**src/rtl/ov7670_capture.sv**
```systemverilog
// ov7670_capture: samples the raw OV7670 parallel bus in the clk domain and assembles RGB565 pixels
module ov7670_capture #(
    parameter int H_ACTIVE = 320,
    parameter int V_ACTIVE = 240,
    parameter int ADDR_W   = 17
) (
    input  logic              clk,
    input  logic              rst,
    input  logic              cfg_done,
    input  logic              cam_pclk,
    input  logic              cam_vsync,
    input  logic              cam_href,
    input  logic [7:0]        cam_d,
    output logic [15:0]       pix_data,
    output logic              pix_valid,
    output logic [ADDR_W-1:0] pix_addr,
    output logic              frame_done,
    output logic              frame_err
);
    localparam int COL_W = $clog2(H_ACTIVE + 2);
    localparam logic [ADDR_W:0] TOTAL = (ADDR_W + 1)'(H_ACTIVE * V_ACTIVE);
    localparam logic [ADDR_W:0] PIX_ONE = (ADDR_W + 1)'(1);
    localparam logic [COL_W-1:0] COL_END = COL_W'(H_ACTIVE);
    localparam logic [COL_W-1:0] COL_MAX = COL_W'(H_ACTIVE + 1);
    localparam logic [COL_W-1:0] COL_ONE = COL_W'(1);
    localparam logic [31:0] TMO = 32'(2 * H_ACTIVE * V_ACTIVE + 65536 - 1);

    typedef enum logic [1:0] {IDLE, WAIT_FRAME, CAPTURE, ERR_HOLD} state_t;

    state_t            state;
    logic [10:0]       s1, s2;
    logic              pclk_q, vsync_q, href_q;
    logic              pclk_rise, vs_fall, vs_rise, href_fall;
    logic [7:0]        d_e;
    logic [7:0]        hi;
    logic              phase, err;
    logic [ADDR_W:0]   pix_cnt;
    logic [COL_W-1:0]  col;
    logic [31:0]       idle_cnt;

    // two-flop synchronizer for the whole bus, then registered edge flags aligned with data and href
    always_ff @(posedge clk) begin
        if (rst) begin
            s1 <= '0;
            s2 <= '0;
            pclk_q <= 1'b0;
            vsync_q <= 1'b0;
            href_q <= 1'b0;
            pclk_rise <= 1'b0;
            vs_fall <= 1'b0;
            vs_rise <= 1'b0;
            href_fall <= 1'b0;
            d_e <= '0;
        end else begin
            s1 <= {cam_pclk, cam_vsync, cam_href, cam_d};
            s2 <= s1;
            pclk_q <= s2[10];
            vsync_q <= s2[9];
            href_q <= s2[8];
            pclk_rise <= s2[10] & ~pclk_q;
            vs_fall <= ~s2[9] & vsync_q;
            vs_rise <= s2[9] & ~vsync_q;
            href_fall <= ~s2[8] & href_q;
            d_e <= s2[7:0];
        end
    end

    // capture FSM: byte pairing, pixel/column counting, error tracking and frame reporting
    always_ff @(posedge clk) begin
        if (rst) begin
            state <= IDLE;
            pix_valid <= 1'b0;
            frame_done <= 1'b0;
            frame_err <= 1'b0;
            pix_data <= '0;
            pix_addr <= '0;
            hi <= '0;
            phase <= 1'b0;
            err <= 1'b0;
            pix_cnt <= '0;
            col <= '0;
            idle_cnt <= '0;
        end else begin
            pix_valid <= 1'b0;
            frame_done <= 1'b0;
            frame_err <= 1'b0;
            if (!cfg_done) begin
                state <= IDLE;
            end else begin
                case (state)
                    IDLE: state <= WAIT_FRAME;
                    WAIT_FRAME: begin
                        if (vs_fall) begin
                            state <= CAPTURE;
                            pix_cnt <= '0;
                            col <= '0;
                            phase <= 1'b0;
                            err <= 1'b0;
                            idle_cnt <= '0;
                        end
                    end
                    CAPTURE: begin
                        if (vs_rise) begin
                            frame_done <= 1'b1;
                            frame_err <= err | (pix_cnt != TOTAL);
                            state <= WAIT_FRAME;
                        end else begin
                            idle_cnt <= pclk_rise ? '0 : idle_cnt + 32'd1;
                            if (!pclk_rise && idle_cnt == TMO && !vsync_q)
                                state <= ERR_HOLD;
                            if (!href_q) begin
                                phase <= 1'b0;
                                if (phase)
                                    err <= 1'b1;
                            end else if (pclk_rise) begin
                                phase <= ~phase;
                                if (!phase) begin
                                    hi <= d_e;
                                end else if (pix_cnt == TOTAL) begin
                                    err <= 1'b1;
                                end else begin
                                    pix_valid <= 1'b1;
                                    pix_data <= {hi, d_e};
                                    pix_addr <= pix_cnt[ADDR_W-1:0];
                                    pix_cnt <= pix_cnt + PIX_ONE;
                                    col <= (col == COL_MAX) ? col : col + COL_ONE;
                                end
                            end
                            if (href_fall) begin
                                col <= '0;
                                if (col != COL_END)
                                    err <= 1'b1;
                            end
                        end
                    end
                    default: begin
                        frame_done <= 1'b1;
                        frame_err <= 1'b1;
                        state <= WAIT_FRAME;
                    end
                endcase
            end
        end
    end
endmodule

```
**config.mk**
```make
export PLATFORM = sky130hd
export DESIGN_NAME = ov7670_capture
export DESIGN_NICKNAME = d
export VERILOG_FILES = /design/src/rtl/ov7670_capture.sv
export SDC_FILE = /design/constraint.sdc
export NUM_CORES = 1
export LEC_CHECK = 0
export CAP_MARGIN = 20
export CORE_ASPECT_RATIO = 0.9
export CORE_UTILIZATION = 64
export CTS_BUF_LIST = sky130_fd_sc_hd__clkbuf_4
export DETAILED_ROUTE_END_ITERATION = 10
export PLACE_DENSITY = 0.93
export SKIP_CTS_REPAIR_TIMING = 1
export SLEW_MARGIN = 5
export SYNTH_ARGS = -nofsm -noshare
export SYNTH_HDL_FRONTEND = slang
export SYNTH_SLANG_ARGS = --single-unit
```
**constraint.sdc**
```tcl
create_clock -name clk -period 6.5 [get_ports clk]
set_input_delay 0.975 -clock clk [delete_from_list [all_inputs] [get_ports clk]]
set_output_delay 0.975 -clock clk [all_outputs]
set_load 0.02 [all_outputs]
```
==> impl_results.md, run 1 <==
* Status: finished, final reports clean
* Seq pwr share at 0.592
* Routed via count at a little under 5,000
* Total power at between 1.5 and 2 mW
* Final WS setup at 3450 ps
* Pre-CTS WS at 3010 ps
* Power Dens Cells at between 200 and 250 nW/um2
* Initial Util at 0.669
* Global route overflow at 0
* Post-Route WL at between 10,000 and 15,000 um
* CP peak stage delay at between 600 and 700 ps
* Crit-path slowest cell: clkdlybuf4s50_1
* Vias in the first global route at around 4,600
* CORE AREA at just under 9000 um2
* CTS Sinks at ~140
* WL/cell at between 15 and 20 um
* Required @ worst endpoint at between 6000 and 7000 ps
* Slew margin rel. at 0.432
* First-pass GRT wire length at slightly above 20,000 um
* TritonCTS clock tree: yes
* Post-route DRC at 0
* Most frequent cells in the layout: 144 x dfxtp_1, 96 x nand2_1, 61 x nor2_1
* Antenna violations before repair at 1
* Final Wtd Congestion at 0.892
* Worst VDD drop at 0.000200 V
* Crit Path Class: in2reg
* Reg clk slew, reported paths at 130 ps
* NumNets Final at 726
* NetSw at roughly 390 uW
* Crit path max fanout at 14
* Avg Inst Size Synth at between 8 and 9 um2
* Number of max-cap violations at 0
* Crit-path cells: clkdlybuf4s50_1, inv_1, nor3_4, and4_1, or4b_1, xor2_1, nor2_1
* I/O pin cnt at 50
* DR iter-0 viols at about 380
* Clock Latency Late Sink at 540 ps
* Worst-Margin Slew at ~850 ps
* Post-synthesis instance area at 5840 um2
* Sw Share at 0.261
* Setup TNS at 0 ps
* Pre-antenna DRT Iters at 7
* Distinct cells, synth at 50
* Vias per cell at just under 6
* Total CTS buffers at 17
* Detail Route Antenna Nets at 0
* Final HPWL DP at slightly above 8000 um
* Fin Clk Skew at around 19 ps
* Hold Vio Cnt, Final at 0
* Fmax at between 300 and 400 MHz
* Largest delay share family, worst path: simple AND/OR/NAND/NOR gates
* Fin crit period at approximately 3100 ps
* Share of layout cells above drive strength 1 at 0.0867
* Critical Path Start Type: input port
* Hold Crit Class: reg2reg
* Clock share of power at 0.380
* Register area share after synthesis at 0.494
* Worst path buffer plus inverter count at 2
* Root Buffer: clkbuf_4
* Largest net degree at the start of global routing at a little under 90
* Internal power at 1.12 mW
* Yosys warnings at 0
* Max Root-Sink Buffers at 2
* Die outline area at 9510 um2
* RSZ-0062 raised after global routing: false
* Slew Limit Fails at 0
* Area delta synth->final at 14.6%
* Lkg Pwr at 2.29 nW
* Row count at 32
* Comb power frac at 0.028
* Cells after Synth at around 660
* Yosys reg bits at between 100 and 150
* Post-Syn Nets at roughly 680
* CP arrival at between 3000 and 4000 ps
* Most common cell after layout, fill and taps aside: dfxtp_1
* PortBufs at 49
* Fin crit share at 0.469
* Final setup viols at 0
* H-Tree Depth at 4
* Die H at between 90 and 100 um
* Die Wd at about 100 um
* Worst Setup End Kind: flop
* Total GRT Usage at 0.279
## logic make-up (layout without fill, tap and decap cells)
logic type / after synthesis / count (layout) / share of synthesized area
xor+xnor: 36 / 36 / 0.0540
flops: 144 / 144 / 0.494
compound gates: 89 / 89 / 0.0832
other cells: 0 / 1 / 0
fa+ha+maj: 10 / 10 / 0.0214
buf+inv: 46 / 102 / 0.0337
mux: 12 / 12 / 0.0219
simple gates: 322 / 322 / 0.292
## power groups by stage
| stage | clock network, mW | logic (mW) | registers, mW |
|---|---|---|---|
| after CTS | 0.585 | 0.0411 | 0.896 |
| after floorplan | 0 | 0.0259 | 0.914 |
| final | 0.576 | 0.0417 | 0.896 |
| after global routing | 0.626 | 0.0454 | 0.897 |
| after detailed placement | 0 | 0.0407 | 0.915 |
| after global placement | 0 | 0.0390 | 0.915 |
## synthesized netlist by cell type (all sizes together)
master	count	area [um2]
nor2b	38	238
and3	8	50.1
nor3	15	134
nand2b	2	12.5
xnor2	21	184
nor3b	2	15.0
inv	17	63.8
a211oi	1	7.51
o31a	1	8.76
a21oi	55	275
nor4bb	1	10.0
and4	6	52.6
or4	6	45.0
nor4	13	100
a41oi	1	8.76
or4b	1	10.0
or3	14	87.6
nand4b	1	8.76
or2	2	12.5
o31ai	3	22.5
clkbuf	21	78.8
nand2	96	360
nor4b	2	17.5
ha	10	125
mux2	3	37.5
o211ai	2	15.0
o21bai	1	7.51
nand4	20	125
buf	8	53.8
and2	4	25.0
mux2i	9	90.1
a31oi	2	12.5
dfxtp	144	2880
o21a	2	15.0
a221oi	1	8.76
o21ai	19	95.1
nand3	23	128
xor2	15	131
nor2	68	273
a311oi	1	8.76
## sequential cells by signal, indices dropped and copies added, names as in the netlist, 9 cells and up
| signal | cells |
|---|---|
| pix_addr | 17 |
| pix_data | 16 |
| col | 9 |
| idle_cnt | 32 |
| s1 | 11 |
| s2 | 11 |
| pix_cnt | 18 |
## metal layers
metal / global-route usage / wire length, um / up-vias
met3: 0.0649 / 685 / 44
met2: 0.466 / 6450 / 190
met4: 0.146 / 409 / 0
met1: 0.330 / 5190 / 2321
met5: 0 / 0 / -
li1: - / - / 2339
## layout make-up
| type | count | area, um2 |
|---|---|---|
| flip-flops and latches | 144 | 2880 |
| multi-input cells | 469 | 2770 |
| fillers | 583 | 2040 |
| repair buffers | 53 | 536 |
| clock inverters | 15 | 163 |
| well taps | 119 | 149 |
| clock buffers | 17 | 128 |
| inverters | 17 | 63.8 |
| diodes | 1 | 2.50 |
## final timing paths
| check | from | to | slack (ps) | cells after the start |
|---|---|---|---|---|
| setup reg to reg | state[0] | idle_cnt[26] | 3680 | 8 |
| setup / recovery | cfg_done | idle_cnt[26] | 3450 | 7 |
| hold reg to reg | pclk_q | pclk_rise | 400 | 1 |
| hold / removal | pclk_q | pclk_rise | 400 | 1 |
## stage by stage
stage,util,cell area [um2],instances,hold WS (ps)
after global placement,0.730,6370,801,373
after global routing,0.766,6690,835,401
after detailed placement,0.730,6370,801,381
after CTS,0.763,6660,833,400
after floorplan,-,5840,659,367
final,0.766,6690,835,403
Note: power is estimated with default switching activity, not from simulation.
==> run 2, diff against run 1 <==
CORE_UTILIZATION = 60   (was 64)
PLACE_DENSITY = 0.88   (was 0.93)
clock period = 2.9 ns   (was 6.5 ns; I/O delays follow)
==> impl_results.md, run 2 (same netlist as run 1, synthesis figures left out) <==
* Status: finished, final reports clean
* Worst Hold Slack at approximately 350 ps
* Fin crit period at 2680 ps
* Clock Latency Late Sink at between 500 and 600 ps
* Total power at 3.42 mW
* H-Tree Depth at 4
* Area delta synth->final at 15.3%
* Antenna violations before repair at 0
* Power Dens Cells at 508 nW/um2
* Comb power frac at 0.027
* CTS Sinks at ~140
* Setup TNS at 0 ps
* Worst Setup End Kind: flop
* Total GRT Usage at 0.252
* Vias in the first global route at about 4,700
* Most common cell after layout, fill and taps aside: dfxtp_1
* Reg clk slew, reported paths at about 140 ps
* CORE AREA at 9290 um2
* Worst path most repeated cell: a21oi_1
* NumNets Final at ~730
* Root Buffer: clkbuf_4
* Routed via count at about 4,800
* Crit path max fanout at 11
* Row count at 33
* Hold Vio Cnt, Final at 0
* Cells on worst reg2reg path at 7
* Worst-Margin Slew at about 670 ps
* Storage element area at between 2000 and 3000 um2
* Most frequent cells in the layout: 144 x dfxtp_1, 96 x nand2_1, 61 x nor2_1
* Required @ worst endpoint at 3350 ps
* RSZ-0062 raised after global routing: false
* Number of max-cap violations at 0
* DR iter-0 viols at 253
* Post-route DRC at 0
* Max Root-Sink Buffers at 2
* Final HPWL DP at approximately 8200 um
* Largest register FFs at 32
* Fmax at 374 MHz
* Final setup viols at 0
* Critical Path Start Type: flop
* Seq pwr share at 0.587
* Die outline area at between 10,000 and 15,000 um2
* Sw Share at 0.247
* Multi-input gate area at approximately 2800 um2
* Vias per cell at approximately 5.7
* Die H at around 96 um
* Lkg Pwr at around 2.3 nW
* Fin crit share at 0.922
* Initial Util at 0.628
* Hold Crit Class: in2reg
* Worst VDD drop at about 0.00037 V
* PortBufs at 49
* I/O pin cnt at 50
* Global route overflow at 0
* TritonCTS clock tree: yes
* Pre-antenna DRT Iters at 5
* Clock share of power at 0.386
* Post-Route WL at roughly 12,000 um
* Antenna Cells at 0
* Crit-path cells: inv_1, ha_1, and2_1, nor2_1, a21oi_1, or4_1, a21oi_1
* Final Wtd Congestion at 0.893
* Die Wd at 106 um
* First-pass GRT wire length at between 20,000 and 25,000 um
* CP arrival at about 3100 ps
* Detail Route Antenna Nets at 0
* Top Registers: idle_cnt: 32 flops, pix_cnt: 18 flops, pix_addr: 17 flops
* CP peak stage delay at about 580 ps
* Slew Limit Fails at 0
* Share of layout cells above drive strength 1 at 0.0943
* Top reg by flops: idle_cnt
* NetSw at approximately 840 uW
* Fin Clk Skew at 28.3 ps
* Total CTS buffers at 17
* Largest net degree at the start of global routing at 61
* Hold depth at 2
* Internal power at approximately 2.6 mW
* Fillcell total at 693
* Slew margin rel. at 0.551
* Crit-path slowest cell: or4_1
* WL/cell at between 10 and 15 um
* Crit Path Class: reg2reg
==> run 2: cell types whose count changed in the layout (fill, tap and decap cells not counted) <==
| cell | delta |
|---|---|
| bufinv_16 | +1 |
| inv_8 | -3 |
| diode_2 | -1 |
| buf_16 | -1 |
| buf_4 | +7 |
| clkinvlp_4 | +2 |
==> run 2: layout make-up <==
| class | instances | area share |
|---|---|---|
| repair buffers | 59 | 0.0833 |
| inverters | 17 | 0.00948 |
| clock buffers | 17 | 0.0190 |
| multi-input cells | 469 | 0.411 |
| well taps | 122 | 0.0227 |
| flip-flops and latches | 144 | 0.428 |
| clock inverters | 15 | 0.0259 |
==> run 2: power groups by stage <==
stage / combinational [mW] / clock (mW) / sequential (mW)
final: 0.0909 / 1.32 / 2.01
after global routing: 0.101 / 1.43 / 2.01
after CTS: 0.0910 / 1.35 / 2.01
after detailed placement: 0.0906 / 0 / 2.05
after global placement: 0.0875 / 0 / 2.05
after floorplan: 0.0580 / 0 / 2.05
==> run 2: path summary, 6_finish.rpt <==
kind	end	slack [ps]	start
min	phase	350	rst
max	pix_cnt[12]	220	state[0]
max reg2reg	pix_cnt[12]	220	state[0]
min reg2reg	pclk_rise	390	pclk_q
==> run 2: worst max-delay path: cells and delay by family, from the launching register on <==
family / cells / cell delay (ps)
AOI/OAI and AO/OA: 2 / 470
adders and majority gates: 1 / 320
buffers and inverters: 1 / 100
DFF: 1 / 400
and+or+nand+nor: 3 / 1300
==> run 2: through the flow <==
stage / utilization / instances / area (um2) / worst slack [ps]
final: 0.724 / 843 / 6730 / 225
after global routing: 0.724 / 843 / 6730 / 32.3
after CTS: 0.724 / 843 / 6730 / 279
after detailed placement: 0.692 / 811 / 6430 / 271
after global placement: 0.692 / 811 / 6430 / 340
after floorplan: - / 659 / 5840 / 716
==> run 2: layer usage <==
metal | track usage | vias up | routed length (um)
li1 | - | 2349 | -
met5 | 0 | - | 0
met3 | 0.0547 | 29 | 530
met4 | 0.130 | 0 | 240
met2 | 0.448 | 144 | 6000
met1 | 0.289 | 2302 | 5180
==> run 3, diff against run 2 <==
CORE_ASPECT_RATIO = not set   (was 0.9)
==> impl_results.md, run 3 (same netlist as run 1, synthesis figures left out) <==
* Post-route DRC at 0
* Final setup viols at 0
* Final Wtd Congestion at ~0.9
* Crit path max fanout at 11
* WL/cell at roughly 14 um
* Fmax at slightly below 400 MHz
* Row count at 35
* Routed via count at 4,786
* Sw Share at 0.278
* Top Registers: idle_cnt: 32 flops, pix_cnt: 18 flops, pix_addr: 17 flops
* Worst-Margin Slew at approximately 760 ps
* Clock Latency Late Sink at roughly 540 ps
* Crit-path cells: inv_1, ha_1, mux2i_1, nor2_1, a21oi_1, o21ai_0, a21oi_1
* Number of max-cap violations at 0
* Detail Route Antenna Nets at 0
* Die outline area at just over 10,000 um2
* NumNets Final at about 730
* NetSw at ~940 uW
* Crit Path Class: reg2reg
* Crit-path slowest cell: a21oi_1
* I/O pin cnt at 50
* R2r startpoint: state[1]
* CTS Sinks at around 140
* Vias in the first global route at around 4,600
* Pre-antenna DRT Iters at 6
* Largest net degree at the start of global routing at 80
* Comb power frac at 0.027
* Worst Setup End Kind: flop
* Max Root-Sink Buffers at 2
* Final core occ at 0.723
* Die Wd at around 100 um
* CP arrival at about 3100 ps
* Worst R2R Setup Slack at between 300 and 400 ps
* DR iter-0 viols at between 200 and 250
* Seq pwr share at 0.592
* Hold Crit Class: in2reg
* Share of layout cells above drive strength 1 at 0.0931
* Clock share of power at 0.381
* First-pass GRT wire length at between 15,000 and 20,000 um
* Worst VDD drop at ~0.00043 V
* Slew margin rel. at 0.490
* RSZ-0062 raised after global routing: false
* Area delta synth->final at 15.6%
* Hold EP: phase
* CP peak stage delay at roughly 650 ps
* Fin crit period at 2590 ps
* Required @ worst endpoint at between 3000 and 4000 ps
* Hold depth at 2
* Total CTS buffers at 17
* Critical Path Start Type: flop
* H-Tree Depth at 4
* Vias per cell at approximately 5.6
* Antenna Cells at 0
* Fin crit share at 0.894
* Die H at around 100 um
* Setup TNS at 0 ps
* Final HPWL DP at 8140 um
* Top reg by flops: idle_cnt
* Reg clk slew, reported paths at approximately 150 ps
* Cells on worst reg2reg path at 7
* Post-Route WL at between 10,000 and 15,000 um
* Total GRT Usage at 0.247
* Power Dens Cells at roughly 500 nW/um2
* Internal power at about 2.5 mW
* CORE AREA at ~9300 um2
* Lkg Pwr at around 2.3 nW
* Root Buffer: clkbuf_4
* Worst hold start: rst
* Status: finished, final reports clean
* Global route overflow at 0
* RR Endpoint: pix_cnt[13]
* Initial Util at 0.626
* Worst path most repeated cell: a21oi_1
* Most frequent cells in the layout: 144 x dfxtp_1, 96 x nand2_1, 61 x nor2_1
* Slew Limit Fails at 0
* Most common cell after layout, fill and taps aside: dfxtp_1
* Fin Clk Skew at 29.4 ps
* PortBufs at between 40 and 50
* Antenna violations before repair at 0
* Hold Vio Cnt, Final at 0
* Largest register FFs at 32
* TritonCTS clock tree: yes
run 3: changes by cell type in the layout (fill, tap and decap cells not counted), sizes merged:
cell and delta:
clkinv +5, buf -1, bufinv -2, clkinvlp -1
inv -2
run 3: cell type report:
cell class | instances | area [um2]
clock buffers | 17 | 128
clock inverters | 15 | 191
fillers | 682 | 2580
inverters | 17 | 63.8
multi-input cells | 469 | 2770
flip-flops and latches | 144 | 2880
well taps | 129 | 161
repair buffers | 58 | 553
run 3: per-layer routing:
layer | routed length, um | vias to the layer above | track usage
met5 | 0 | - | 0
met4 | 235 | 0 | 0.0925
met3 | 550 | 26 | 0.0610
met2 | 5950 | 148 | 0.445
met1 | 5000 | 2254 | 0.281
li1 | - | 2358 | -
run 3: through the flow:
step / hold slack [ps] / power, mW / setup slack (ps) / area (um2) / std cells
global placement: 372 / 2.14 / 301 / 6430 / 817
global route: 196 / 3.51 / 98.1 / 6750 / 849
finish: 187 / 3.39 / 309 / 6750 / 849
detailed placement: 379 / 2.14 / 228 / 6430 / 817
floorplan: 367 / 2.11 / 716 / 5840 / 659
CTS: 162 / 3.42 / 341 / 6750 / 849
run 3: how the worst max path moves through the flow:
stage	from	to
after floorplan	state[0]	idle_cnt[26]
after global placement	cfg_done	idle_cnt[17]
after detailed placement	cfg_done	idle_cnt[17]
after CTS	state[1]	idle_cnt[17]
after global routing	state[1]	pix_cnt[13]
final	state[1]	pix_cnt[13]
run 3: critical path, delay by kind of cell (launching register included):
| kind | cells | cell delay [ps] |
|---|---|---|
| compound gates | 3 | 1000 |
| mux | 1 | 500 |
| fa+ha+maj | 1 | 350 |
| flops | 1 | 340 |
| simple gates | 1 | 230 |
| buf+inv | 1 | 120 |
run 3: power groups by stage:
stage | logic (mW) | registers (mW) | clock network [mW]
floorplan | 0.0580 | 2.05 | 0
global placement | 0.0868 | 2.05 | 0
detailed placement | 0.0905 | 2.05 | 0
CTS | 0.0910 | 2.01 | 1.32
global route | 0.100 | 2.01 | 1.40
finish | 0.0910 | 2.01 | 1.29
